$ cat src/rtl/arb_pkg.sv
// Shared types and default widths for the fetch/data memory-port arbiter.
package arb_pkg;

    localparam int unsigned DefAddrWidth   = 32;
    localparam int unsigned DefDataWidth   = 32;
    localparam int unsigned DefStarveLimit = 4;

    // Arbiter control state: idle, or owning the memory port for one requester
    typedef enum logic [1:0] {
        IDLE  = 2'd0,
        FETCH = 2'd1,
        DATA  = 2'd2
    } arbState_t;

    // Which requester wins the current arbitration
    typedef enum logic {
        GNT_FETCH = 1'b0,
        GNT_DATA  = 1'b1
    } grantSel_t;

endpackage

$ cat src/rtl/arb_starve_cnt.sv
// Saturating count of consecutive data grants taken while a fetch is waiting.
module arb_starve_cnt
    import arb_pkg::*;
#(
    parameter  int unsigned LIMIT = DefStarveLimit,
    localparam int unsigned CntW  = $clog2(LIMIT + 1)
) (
    input  logic            clk,
    input  logic            reset,
    input  logic            incEn,
    input  logic            clrEn,
    output logic [CntW-1:0] count
);

    // Clear wins over increment; hold once the limit is reached
    always_ff @(posedge clk or posedge reset) begin
        if (reset) begin
            count <= '0;
        end else if (clrEn) begin
            count <= '0;
        end else if (incEn && (count != CntW'(LIMIT))) begin
            count <= count + CntW'(1);
        end
    end

endmodule

$ cat src/rtl/mem_port_arbiter.sv
// Shares one memory port between instruction fetch and data load/store.
// Data has priority. Build macro ARB_STARVE_GUARD_EN adds a starvation guard
// that hands the port to a waiting fetch after STARVE_LIMIT data grants.
// A requester holds its request until its valid pulse and must drop or change
// it in that same cycle, otherwise the held request is arbitrated again.
module mem_port_arbiter
    import arb_pkg::*;
#(
    parameter int unsigned AW           = DefAddrWidth,
    parameter int unsigned DW           = DefDataWidth,
    parameter int unsigned STARVE_LIMIT = DefStarveLimit
) (
    input  logic          clk,
    input  logic          reset,
    // Instruction fetch side
    input  logic          i_req,
    input  logic [AW-1:0] i_addr,
    output logic [DW-1:0] i_rdata,
    output logic          i_valid,
    // Data side
    input  logic          d_req,
    input  logic          d_we,
    input  logic [AW-1:0] d_addr,
    input  logic [DW-1:0] d_wdata,
    output logic [DW-1:0] d_rdata,
    output logic          d_valid,
    // Pipeline stalls
    output logic          stallF,
    output logic          stallM,
    // Shared memory port
    output logic          mem_req,
    output logic          mem_we,
    output logic [AW-1:0] mem_addr,
    output logic [DW-1:0] mem_wdata,
    input  logic [DW-1:0] mem_rdata,
    input  logic          mem_ready
);

    arbState_t     state, stateNext;
    grantSel_t     grantSel;
    logic          starveFire;
    logic          memReqNext, memWeNext;
    logic [AW-1:0] memAddrNext;
    logic [DW-1:0] memWdataNext, iRdataNext, dRdataNext;
    logic          iValidNext, dValidNext;

    // Stalls hold each pipeline stage until its own completion pulse
    assign stallF = i_req & ~i_valid;
    assign stallM = d_req & ~d_valid;

`ifdef ARB_STARVE_GUARD_EN
    localparam int unsigned CntW = $clog2(STARVE_LIMIT + 1);

    logic [CntW-1:0] starveCount;
    logic            starveInc, starveClr;

    // Count data grants that make a pending fetch wait; any fetch grant resets
    assign starveInc = (state == IDLE) && d_req && i_req && (grantSel == GNT_DATA);
    assign starveClr = (state == IDLE) && i_req && (grantSel == GNT_FETCH);

    arb_starve_cnt #(
        .LIMIT (STARVE_LIMIT)
    ) u_starveCnt (
        .clk   (clk),
        .reset (reset),
        .incEn (starveInc),
        .clrEn (starveClr),
        .count (starveCount)
    );

    // Guard overrides data priority once the waiting fetch has hit the limit
    assign starveFire = i_req && (starveCount == CntW'(STARVE_LIMIT));
`else
    // Strict data priority
    assign starveFire = 1'b0;
`endif

    // Arbitration: fetch only when data is idle or the guard fires
    assign grantSel = (i_req && (!d_req || starveFire)) ? GNT_FETCH : GNT_DATA;

    // Next state and next registered port/response values
    always_comb begin
        stateNext    = state;
        memReqNext   = mem_req;
        memWeNext    = mem_we;
        memAddrNext  = mem_addr;
        memWdataNext = mem_wdata;
        iRdataNext   = i_rdata;
        dRdataNext   = d_rdata;
        iValidNext   = 1'b0;
        dValidNext   = 1'b0;

        unique case (state)
            IDLE: begin
                memReqNext = 1'b0;
                if (i_req || d_req) begin
                    memReqNext = 1'b1;
                    if (grantSel == GNT_FETCH) begin
                        stateNext    = FETCH;
                        memWeNext    = 1'b0;
                        memAddrNext  = i_addr;
                        memWdataNext = '0;
                    end else begin
                        stateNext    = DATA;
                        memWeNext    = d_we;
                        memAddrNext  = d_addr;
                        memWdataNext = d_wdata;
                    end
                end
            end
            FETCH: begin
                if (mem_ready) begin
                    stateNext  = IDLE;
                    memReqNext = 1'b0;
                    memWeNext  = 1'b0;
                    iRdataNext = mem_rdata;
                    iValidNext = 1'b1;
                end
            end
            DATA: begin
                if (mem_ready) begin
                    stateNext  = IDLE;
                    memReqNext = 1'b0;
                    memWeNext  = 1'b0;
                    dRdataNext = mem_rdata;
                    dValidNext = 1'b1;
                end
            end
            default: begin
                stateNext  = IDLE;
                memReqNext = 1'b0;
                memWeNext  = 1'b0;
            end
        endcase
    end

    // State and registered outputs; reset abandons any in-flight access
    always_ff @(posedge clk or posedge reset) begin
        if (reset) begin
            state     <= IDLE;
            mem_req   <= 1'b0;
            mem_we    <= 1'b0;
            mem_addr  <= '0;
            mem_wdata <= '0;
            i_rdata   <= '0;
            d_rdata   <= '0;
            i_valid   <= 1'b0;
            d_valid   <= 1'b0;
        end else begin
            state     <= stateNext;
            mem_req   <= memReqNext;
            mem_we    <= memWeNext;
            mem_addr  <= memAddrNext;
            mem_wdata <= memWdataNext;
            i_rdata   <= iRdataNext;
            d_rdata   <= dRdataNext;
            i_valid   <= iValidNext;
            d_valid   <= dValidNext;
        end
    end

endmodule

$ cat config.mk
export PLATFORM = sky130hd
export DESIGN_NAME = mem_port_arbiter
export DESIGN_NICKNAME = d
export VERILOG_FILES = /design/src/rtl/arb_pkg.sv /design/src/rtl/arb_starve_cnt.sv /design/src/rtl/mem_port_arbiter.sv
export SDC_FILE = /design/constraint.sdc
export NUM_CORES = 1
export LEC_CHECK = 0
export CAP_MARGIN = 10
export CORE_MARGIN = 2
export CORE_UTILIZATION = 30
export CTS_BUF_LIST = sky130_fd_sc_hd__clkbuf_8 sky130_fd_sc_hd__clkbuf_16
export CTS_CLUSTER_DIAMETER = 30
export CTS_CLUSTER_SIZE = 25
export DETAILED_ROUTE_END_ITERATION = 7
export PLACE_DENSITY = 0.64
export SLEW_MARGIN = 20
export SYNTH_ARGS = -nofsm -noshare
export SYNTH_HDL_FRONTEND = slang
export SYNTH_SLANG_ARGS = --single-unit
export TNS_END_PERCENT = 30
$ cat constraint.sdc
create_clock -name clk -period 4.69 [get_ports clk]
set_input_delay 0.938 -clock clk [delete_from_list [all_inputs] [get_ports clk]]
set_output_delay 0.938 -clock clk [all_outputs]
set_load 0.005 [all_outputs]
# --- Yosys cells after proc, flatten, opt, wreduce, memory -nomap -nowiden ---
# Index checks and enable logic that the tools add are counted.
word_totals:
  in_bits: 134
  elab_cells: 41
  ff_bits: 134
op_classes:
  n_reduce_logical: 9
  n_eq_ne: 4
  bitwise_logic: 4
  n_mux: 15
op_table:
  columns: ["cell", "n"]
  rows:
  - ["$mux W32", 2]
  - ["$reduce_and A2 Y1", 4]
  - ["$mux W1", 7]
  - ["$mux W2", 3]
  - ["$pmux W1 S2", 2]
  - ["$pmux W2 S2", 1]
  - ["$and A1 B1 Y1", 2]
  - ["$eq A2 B1 Y1 const B", 1]
  - ["$eq A2 B2 Y1 const B", 1]
  - ["$logic_not A2 Y1", 1]
  - ["$ne A2 B1 Y1 const B", 1]
  - ["$ne A2 B2 Y1 const B", 1]
  - ["$not A1 Y1", 2]
  - ["$reduce_or A2 Y1", 1]
  - ["$logic_and A1 B1 Y1", 1]
  - ["$logic_not A1 Y1", 1]
  - ["$logic_or A1 B1 Y1", 1]

# --- Depth between registers and ports, before layout ---
# Gate-level depths: netlist (run 1).
depth:
  depth_word: 5
  depth_mapped: 7
  ltp_nobuf: 5

# --- Worst setup path before layout (run 1) ---
# OpenSTA, ideal clock, no wires.
synth_path:
  path_kind: "input-to-output"
  startpoint: "input port d_req"
  endpoint: "output port stallM"
  required_ns: 3.752
  n_path_buf: 2
  arrival_ns: 1.312
  cell_stages: 3
  setup_slack_ns: 2.440
  path_cell_list: "buf_6 > buf_6 > nor2b_1"
synth_via:
  elab_chain_len: 1
synth_rtl:
  columns: ["item", "line_no", "text"]
  rows:
  - ["from (decl)", "mem_port_arbiter.sv:21", "input logic d_req,"]
  - ["$and A1 B1 Y1", "mem_port_arbiter.sv:49", "assign stallM = d_req & ~d_valid;"]
  - ["to (decl)", "mem_port_arbiter.sv:29", "output logic stallM,"]
# No other way between the ends.

# --- Final worst setup path (run 1) ---
layout_path:
  startpoint: "input port i_req"
  endpoint: "output port stallF"
layout_via:
  elab_chain_len: 1
layout_rtl:
  columns: ["item", "line_no", "text"]
  rows:
  - ["from (decl)", "mem_port_arbiter.sv:16", "input logic i_req,"]
  - ["$and A1 B1 Y1", "mem_port_arbiter.sv:48", "assign stallF = i_req & ~i_valid;"]
  - ["to (decl)", "mem_port_arbiter.sv:28", "output logic stallF,"]
# No other way between the ends.

==> out/results.txt, run 1 <==
Final Cycle Share = 71.1%
Aggregate negative setup slack = 0 ns
Worst-path maximum fanout = 7
Min setup slack post-route = 1.36 ns
Crit path arrival time = 2.40 ns
Worst R2R Path Depth = 6
Router iterations before antenna repair = 4
Antenna viol nets, final = 0
Placement-stage worst setup slack = 1.35 ns
Number of rows created at floorplan = 48
Share of layout cells above drive strength 1 = 20.2%
Number of antenna diodes = 0
Final wirelength = 15500 µm
Cells after Synth = 355
First-pass GRT wire length = 23600 µm
Root buf cell = sky130_fd_sc_hd__clkbuf_16
RSZ-0062 raised after global routing = no
Area growth syn-to-layout = 64.4%
R2r startpoint = state[1]
First element of the critical path = i_req
Maximum clock rate = 0.300 GHz
Final setup violating endpoints = 0
Largest net degree at the start of global routing = 81
Die Wd = 138 µm
Drt drc = 0
Worst Path Required = 3.75 ns
Number of sinks driven by the clock tree = 134
Total of flip-flops plus latches after synthesis = 134
Post-synth top area cell = sky130_fd_sc_hd__dfrtp_1
Post-Syn Nets = 493
Distinct cells, synth = 23
Worst Hold Class = reg2reg
Chip Height = 138 µm
Measured slew at the worst slew-check pin = 0.735 ns
Number of slew-limit violations in the final report = 0
Hold path startpoint = mem_wdata[27]
Min cycle time layout = 3.33 ns
Vias per inst = 4.82
Area share of the largest cell type after synthesis = 62.5%
Normalized max-slew margin = 51.0%
Number of gates resized after CTS = 0
Number of levels the H-tree was split into = 4
Final instance area = 8820 µm²
Combined area of all synthesized cells = 5370 µm²
# hold bufs at CTS = 0
Detailed Route Iter0 Violations = 103
Routed wire per std cell = 18.1 µm
Crit start category = input port
Number of buffers added by the clock tree synthesis step = 17
Setup clock skew after layout = 0.0124 ns
Total power draw = 5.73 mW
Vias after detailed routing = 4142
Crit Reg-Reg Endpoint = mem_addr[25]
CTS clk-pin slew, worst paths = 0.06 ns
Fin Hold WS = 0.500 ns
Outcome = complete, no violations
Port buffer count = 267
Final nets = 759
Syn. warnings = 0
Initial standard-cell utilization of the core = 30.8%
Number of maximum-capacitance violations = 0
Sequential-to-total area share from yosys stat = 62.5%
Vias in the first global route = 4489
Antenna violations before repair = 1
Number of setup buffers added after CTS = 0
Clock insertion delay at the later pin of the skew report = 0.41 ns
Clock tree from TritonCTS = yes
Residual overflow from global routing = 0
DP Wirelength = 11000 µm
Critical Path Sink = stallF
IO Pins = 268
Overall Global Routing Usage = 16.2%
Fill cell total of the finished layout = 1536
Biggest area contributors in the synthesized netlist = sky130_fd_sc_hd__dfrtp_1, sky130_fd_sc_hd__mux2_2, sky130_fd_sc_hd__a22o_1
Area of the placeable core = 17400 µm²
Crit. End Element = output pin
Number of hold violations in the final report = 0
Worst setup path class = in2out
Number of buffers on the longest clock path = 2
Power density normalized to cell area = 649 nW/µm²
Mean cell area of the mapped netlist = 15.1 µm²
Placed inst area = 8190 µm²
Peak supply drop = 0.311 mV
R2r setup slk = 2.66 ns
Die area = 19000 µm²
Leakage power = 3.79 nW
Final GP Congestion = 0.714
-- cells by family (layout without fill, tap and decap cells) --
group	Yosys count	count (layout)	synth area share [%]
flops	134	134	62.5
mux	64	64	13.4
buf+inv	33	312	4.08
simple gates	15	15	1.75
compound gates	105	105	17.3
fa+ha+maj	4	4	0.933
-- sequential cells by signal (all words and copies together), names as in the netlist --
name and count:
d_valid 1, mem_req 1, i_valid 1, i_rdata 32
state 2, d_rdata 32, mem_we 1, mem_addr 32
mem_wdata 32
-- placed cells by master, fill, tap and decap left out --
master and n:
sky130_fd_sc_hd__and3_2 1, sky130_fd_sc_hd__nand2b_1 2, sky130_fd_sc_hd__buf_4 6, sky130_fd_sc_hd__o2111ai_1 1, sky130_fd_sc_hd__a22o_2 22, sky130_fd_sc_hd__mux2_2 64
sky130_fd_sc_hd__nor2_1 2, sky130_fd_sc_hd__nand2_1 4, sky130_fd_sc_hd__inv_6 4, sky130_fd_sc_hd__ha_1 4, sky130_fd_sc_hd__clkdlybuf4s50_1 267, sky130_fd_sc_hd__clkbuf_16 17
sky130_fd_sc_hd__o21ai_0 2, sky130_fd_sc_hd__and2_1 1, sky130_fd_sc_hd__and4bb_2 1, sky130_fd_sc_hd__a21oi_1 5, sky130_fd_sc_hd__nor2b_4 1, sky130_fd_sc_hd__dfrtp_1 134
sky130_fd_sc_hd__a22o_1 74, sky130_fd_sc_hd__bufinv_16 4, sky130_fd_sc_hd__clkinv_2 1, sky130_fd_sc_hd__buf_12 1, sky130_fd_sc_hd__clkinv_4 5, sky130_fd_sc_hd__inv_1 7
sky130_fd_sc_hd__o21ai_4 1, sky130_fd_sc_hd__nor2b_1 3
-- power by group --
part	switching [mW]	internal [mW]	total (mW)
combinational	0.783	1.53	2.31
sequential	0.301	1.71	2.01
clock	0.512	0.894	1.41
total	1.60	4.13	5.73
-- cell type report --
| class | count | area (µm²) | share of cell area (%) |
|---|---|---|---|
| Clock buffer | 17 | 425 | 4.82 |
| Clock inverter | 15 | 203 | 2.30 |
| Inverter | 6 | 27.5 | 0.312 |
| Multi-Input combinational cell | 188 | 1790 | 20.3 |
| Sequential cell | 134 | 3350 | 38.0 |
| Tap cell | 225 | 282 | 3.19 |
| Timing Repair Buffer | 274 | 2740 | 31.0 |
-- layer usage --
| metal | track usage, % | wire length [µm] | up-vias |
|---|---|---|---|
| li1 | - | - | 1868 |
| met1 | 18.1 | 6090 | 2066 |
| met2 | 27.9 | 7590 | 182 |
| met3 | 6.59 | 1550 | 24 |
| met4 | 5.78 | 279 | 2 |
| met5 | 0 | 11 | - |
-- Yosys cell counts --
cell / count
sky130_fd_sc_hd__dfrtp_1: 134
sky130_fd_sc_hd__a22o_2: 22
sky130_fd_sc_hd__nor2_1: 2
sky130_fd_sc_hd__and3_2: 1
sky130_fd_sc_hd__a22o_1: 74
sky130_fd_sc_hd__clkbuf_1: 2
sky130_fd_sc_hd__mux2_2: 64
sky130_fd_sc_hd__and4bb_2: 1
sky130_fd_sc_hd__o2111ai_1: 1
sky130_fd_sc_hd__nand2b_1: 2
sky130_fd_sc_hd__buf_6: 10
sky130_fd_sc_hd__ha_1: 4
sky130_fd_sc_hd__buf_2: 13
sky130_fd_sc_hd__a21oi_1: 5
sky130_fd_sc_hd__nand2_1: 4
sky130_fd_sc_hd__nor2b_4: 1
sky130_fd_sc_hd__buf_1: 1
sky130_fd_sc_hd__o21ai_0: 2
sky130_fd_sc_hd__inv_1: 6
sky130_fd_sc_hd__o21ai_4: 1
sky130_fd_sc_hd__buf_4: 1
sky130_fd_sc_hd__nor2b_1: 3
sky130_fd_sc_hd__and2_1: 1
-- worst min-delay path by stage --
stage                               end  slack (ns)  cells past startpoint
final                     mem_wdata[27]        0.50                      1
after global routing         d_rdata[2]        0.52                      1
after CTS                   d_rdata[14]        0.51                      1
after detailed placement        mem_req        0.49                      2
after global placement          mem_req        0.49                      2
after floorplan                 mem_req        0.47                      2
-- through the flow --
| stage | std cells | util, % |
|---|---|---|
| 2_1_floorplan | 355 | - |
| 5_1_grt | 859 | 50.6 |
| 4_1_cts | 859 | 50.6 |
| 3_3_place_gp | 827 | 47.0 |
| 6_report | 859 | 50.6 |
| 3_5_place_dp | 827 | 47.0 |
-- worst max-delay path, cell delays in order --
cell                              delay [ns]
sky130_fd_sc_hd__clkdlybuf4s50_1        0.64
sky130_fd_sc_hd__inv_1                  0.15
sky130_fd_sc_hd__nor2_1                 0.15
sky130_fd_sc_hd__clkdlybuf4s50_1        0.52
Power figures use the tool's default switching activity.
==> run 2, diff against run 1 <==
- PLACE_DENSITY: 0.64 -> 0.62
- clock period: 4.69 -> 3.5 ns (I/O delays scaled with it)
==> out/results.txt, run 2 (same netlist as run 1, synthesis figures left out) <==
Outcome = complete, no violations
Sink of the worst hold path = mem_wdata[2]
Number of setup buffers added after CTS = 0
IO Pins = 268
Antenna viol nets, final = 0
Final wirelength = 15500 µm
Normalized max-slew margin = 48.0%
Worst R2R Path Depth = 6
Placed inst area = 8200 µm²
Number of hold violations in the final report = 0
Final GP Congestion = 0.750
Critical-path cell with the highest stage delay = sky130_fd_sc_hd__clkdlybuf4s50_1
R2r setup slk = 1.67 ns
Number of levels the H-tree was split into = 4
Final instance area = 8790 µm²
Root buf cell = sky130_fd_sc_hd__clkbuf_16
Multi-input gate area = 1790 µm²
Final instance count without filler cells = 860
Detailed Route Iter0 Violations = 99
CTS clk-pin slew, worst paths = 0.05 ns
Measured slew at the worst slew-check pin = 0.778 ns
Die Wd = 138 µm
Area of the placeable core = 17400 µm²
Routed wire per std cell = 18.1 µm
Chip Height = 138 µm
Crit path arrival time = 2.16 ns
RSZ-0062 raised after global routing = no
Crit start category = input port
R2r startpoint = state[1]
# hold bufs at CTS = 0
Overall Global Routing Usage = 16.3%
Router iterations before antenna repair = 6
Crit Reg-Reg Endpoint = mem_wdata[22]
Biggest cell delay along the critical path = 0.62 ns
Crit. End Element = output pin
Number of rows created at floorplan = 48
Residual overflow from global routing = 0
Worst setup path class = in2out
Number of slew-limit violations in the final report = 0
Port buffer count = 267
Maximum clock rate = 0.350 GHz
Clock tree from TritonCTS = yes
Aggregate negative setup slack = 0 ns
Final nets = 759
Cell seen most often among critical-path stages = sky130_fd_sc_hd__clkdlybuf4s50_1
Leakage power = 3.77 nW
Number of gates resized after CTS = 0
Die area = 19000 µm²
Antenna violations before repair = 0
Final setup violating endpoints = 0
Hold path startpoint = mem_wdata[2]
Power density normalized to cell area = 856 nW/µm²
Commonest cells after routing, fill and taps aside = sky130_fd_sc_hd__clkdlybuf4s50_1, sky130_fd_sc_hd__dfrtp_1, sky130_fd_sc_hd__a22o_1
Initial standard-cell utilization of the core = 30.8%
First element of the critical path = i_req
Area growth syn-to-layout = 63.8%
Clock insertion delay at the later pin of the skew report = 0.41 ns
Number of maximum-capacitance violations = 0
Worst Path Required = 2.80 ns
Largest net degree at the start of global routing = 135
Min cycle time layout = 2.86 ns
Vias per inst = 4.78
Vias in the first global route = 4470
Share of layout cells above drive strength 1 = 20.3%
Number of buffers added by the clock tree synthesis step = 17
Setup clock skew after layout = 0.00515 ns
First-pass GRT wire length = 23600 µm
Ordered list of cells on the worst path = clkdlybuf4s50_1 -> inv_1 -> nor2_1 -> clkdlybuf4s50_1
Fill cell total of the finished layout = 1529
Worst Hold Class = reg2reg
Number of sinks driven by the clock tree = 134
Worst hold path stage count = 1
Most frequent standard cell in the layout excluding fill and tap cells = sky130_fd_sc_hd__clkdlybuf4s50_1
Vias after detailed routing = 4112
Cell Count Post-Placement = 827
Peak supply drop = 0.393 mV
Worst-path maximum fanout = 7
Final Cycle Share = 81.7%
Drt drc = 0
DP Wirelength = 10700 µm
Register area = 3350 µm²
Number of buffers on the longest clock path = 2
run 2: cell type report:
cell class / instances / area share (%)
Multi-Input combinational cell: 188 / 20.4
Clock buffer: 21 / 5.47
Timing Repair Buffer: 274 / 31.3
Inverter: 6 / 0.299
Clock inverter: 11 / 1.13
Antenna cell: 1 / 0.0285
Tap cell: 225 / 3.20
Sequential cell: 134 / 38.2
run 2: per-stage QoR:
stage	power [mW]	setup slack, ns	hold WS, ns	utilization [%]
finish	7.52	0.641	0.502	50.4
global route	7.98	0.588	0.513	50.4
detailed placement	5.85	0.651	0.491	47.1
floorplan	3.91	1.13	0.473	-
global placement	5.78	0.676	0.475	47.1
CTS	7.63	0.647	0.506	50.4
run 2: worst max path at each step:
| stage | endpoint | depth (start not counted) |
|---|---|---|
| 2_1_floorplan | d_rdata[0] | 1 |
| 3_3_place_gp | stallF | 4 |
| 3_5_place_dp | stallF | 4 |
| 4_1_cts | stallF | 4 |
| 5_1_grt | stallF | 4 |
| 6_report | stallF | 4 |
run 2: worst max-delay path: cells and delay by family:
| family | cells | cell delay (ns) |
|---|---|---|
| buffers and inverters | 3 | 1.31 |
| AND/OR/NAND/NOR | 1 | 0.14 |
run 2: where the power goes:
group	leakage [nW]	switching, mW	internal, mW
registers	1.64	0.386	2.29
logic	1.84	1.06	2.06
clock network	0.287	0.663	1.05
run 2: routing by layer:
layer  wire (µm)  global-route usage [%]  vias to the layer above
li1            -                       -                     1864
met1        5830                    17.7                     2044
met2        7630                    27.5                      179
met3        1730                    7.25                       25
met4         359                    6.97                        0
met5           0                       0                        -
==> run 3, diff against run 2 <==
- PLACE_DENSITY: 0.62 -> 0.64
- clock period: 3.5 -> 2.3 ns (I/O delays scaled with it)
==> out/results.txt, run 3 (same netlist as run 1, synthesis figures left out) <==
Fin Hold WS = 0.397 ns
Number of sinks driven by the clock tree = 134
Router iterations before antenna repair = 4
Sum of met3 wire segment lengths after detailed routing = 1860 µm
Commonest cells after routing, fill and taps aside = sky130_fd_sc_hd__clkdlybuf4s50_1, sky130_fd_sc_hd__dfrtp_1, sky130_fd_sc_hd__a22o_1
# hold bufs at CTS = 0
Gate family responsible for the most delay along the worst path = buffers and inverters
Peak supply drop = 0.763 mV
Wire length on met1 = 5770 µm
Number of buffers added by the clock tree synthesis step = 17
Residual overflow from global routing = 0
Placed inst area = 8290 µm²
Vias per inst = 4.79
Largest net degree at the start of global routing = 68
Area growth syn-to-layout = 66.5%
DP Wirelength = 11300 µm
Critical-path cell with the highest stage delay = sky130_fd_sc_hd__clkdlybuf4s50_1
Number of setup buffers added after CTS = 0
Final setup violating endpoints = 0
Ordered list of cells on the worst path = clkdlybuf4s50_1 -> nor2b_1 -> clkdlybuf4s50_1
Final GP Congestion = 0.736
Antenna violations before repair = 0
Die Wd = 138 µm
Number of rows created at floorplan = 48
Clock tree from TritonCTS = yes
Vias after detailed routing = 4139
Fill cell total of the finished layout = 1509
Worst Path Required = 1.84 ns
Vias in the first global route = 4644
Detailed Route Iter0 Violations = 119
Crit start category = input port
Outcome = complete, no violations
Maximum clock rate = 0.449 GHz
RSZ-0062 raised after global routing = no
Chip Height = 138 µm
Most frequent standard cell in the layout excluding fill and tap cells = sky130_fd_sc_hd__clkdlybuf4s50_1
Met2 Routed Length = 7830 µm
Final instance area = 8930 µm²
Number of antenna diodes = 0
Min cycle time layout = 2.23 ns
Setup clock skew after layout = 0.00529 ns
Total buffers and inverters traversed by the critical path = 2
Number of hold violations in the final report = 0
Routed wire per std cell = 18.1 µm
Port buffer count = 267
Clock insertion delay at the later pin of the skew report = 0.41 ns
CTS clk-pin slew, worst paths = 0.05 ns
Die area = 19000 µm²
Final wirelength = 15600 µm
Final Cycle Share = 96.9%
IO Pins = 268
Number of gates resized after CTS = 0
Biggest cell delay along the critical path = 0.61 ns
Cell seen most often among critical-path stages = sky130_fd_sc_hd__clkdlybuf4s50_1
Crit. End Element = output pin
Worst-path maximum fanout = 5
First-pass GRT wire length = 24300 µm
Normalized max-slew margin = 49.7%
Crit path arrival time = 1.77 ns
First element of the critical path = d_req
Initial standard-cell utilization of the core = 30.8%
Share of layout cells above drive strength 1 = 21.0%
Worst setup path class = in2out
Measured slew at the worst slew-check pin = 0.754 ns
Number of levels the H-tree was split into = 4
Number of slew-limit violations in the final report = 0
R2r startpoint = state[1]
Area of the placeable core = 17400 µm²
Overall Global Routing Usage = 16.7%
Top layer used by detailed routing = met4
Number of maximum-capacitance violations = 0
Final nets = 764
Power density normalized to cell area = 1320 nW/µm²
Worst Hold Class = in2async
Antenna viol nets, final = 0
Number of buffers on the longest clock path = 2
Drt drc = 0
Root buf cell = sky130_fd_sc_hd__clkbuf_16
Leakage power = 3.84 nW
==> run 3: worst paths after layout <==
path	end	slack, ns	cells after the start
max reg2reg	mem_addr[31]	0.51	6
max in group asynchronous	mem_addr[6]	1.23	3
min reg2reg	mem_req	0.49	2
max	stallM	0.07	3
min in group clk	mem_req	0.49	2
min	i_rdata[21]	0.40	2
==> run 3: layout make-up <==
cell class / count / area [µm²] / area share [%]
inverters: 6 / 26.3 / 0.294
multi-input cells: 188 / 1790 / 20.1
repair buffers: 279 / 2840 / 31.8
clock buffers: 20 / 467 / 5.22
flip-flops and latches: 134 / 3350 / 37.5
well taps: 225 / 282 / 3.15
clock inverters: 12 / 175 / 1.96
==> run 3: power breakdown <==
group,internal (mW),total (mW),switching (mW)
clock,1.90,2.92,1.02
combinational,3.21,4.80,1.59
sequential,3.48,4.10,0.618
==> run 3: per-stage QoR <==
step           setup TNS (ns)  setup slack, ns  utilization, %  instances  total power [mW]
2_1_floorplan               0            0.175               -        355              5.95
3_3_place_gp                0           0.0411            47.6        832              8.86
3_5_place_dp           -0.437          -0.0362            47.6        832              8.99
4_1_cts                     0           0.0549            51.3        864              12.0
5_1_grt                     0           0.0257            51.3        864              12.6
6_report                    0           0.0715            51.3        864              11.8
==> run 3: per-layer routing <==
metal | GRT usage (%) | vias to the layer above
met3 | 8.72 | 11
met1 | 17.8 | 2079
met5 | 0 | -
met4 | 4.65 | 0
met2 | 29.1 | 178
li1 | - | 1871
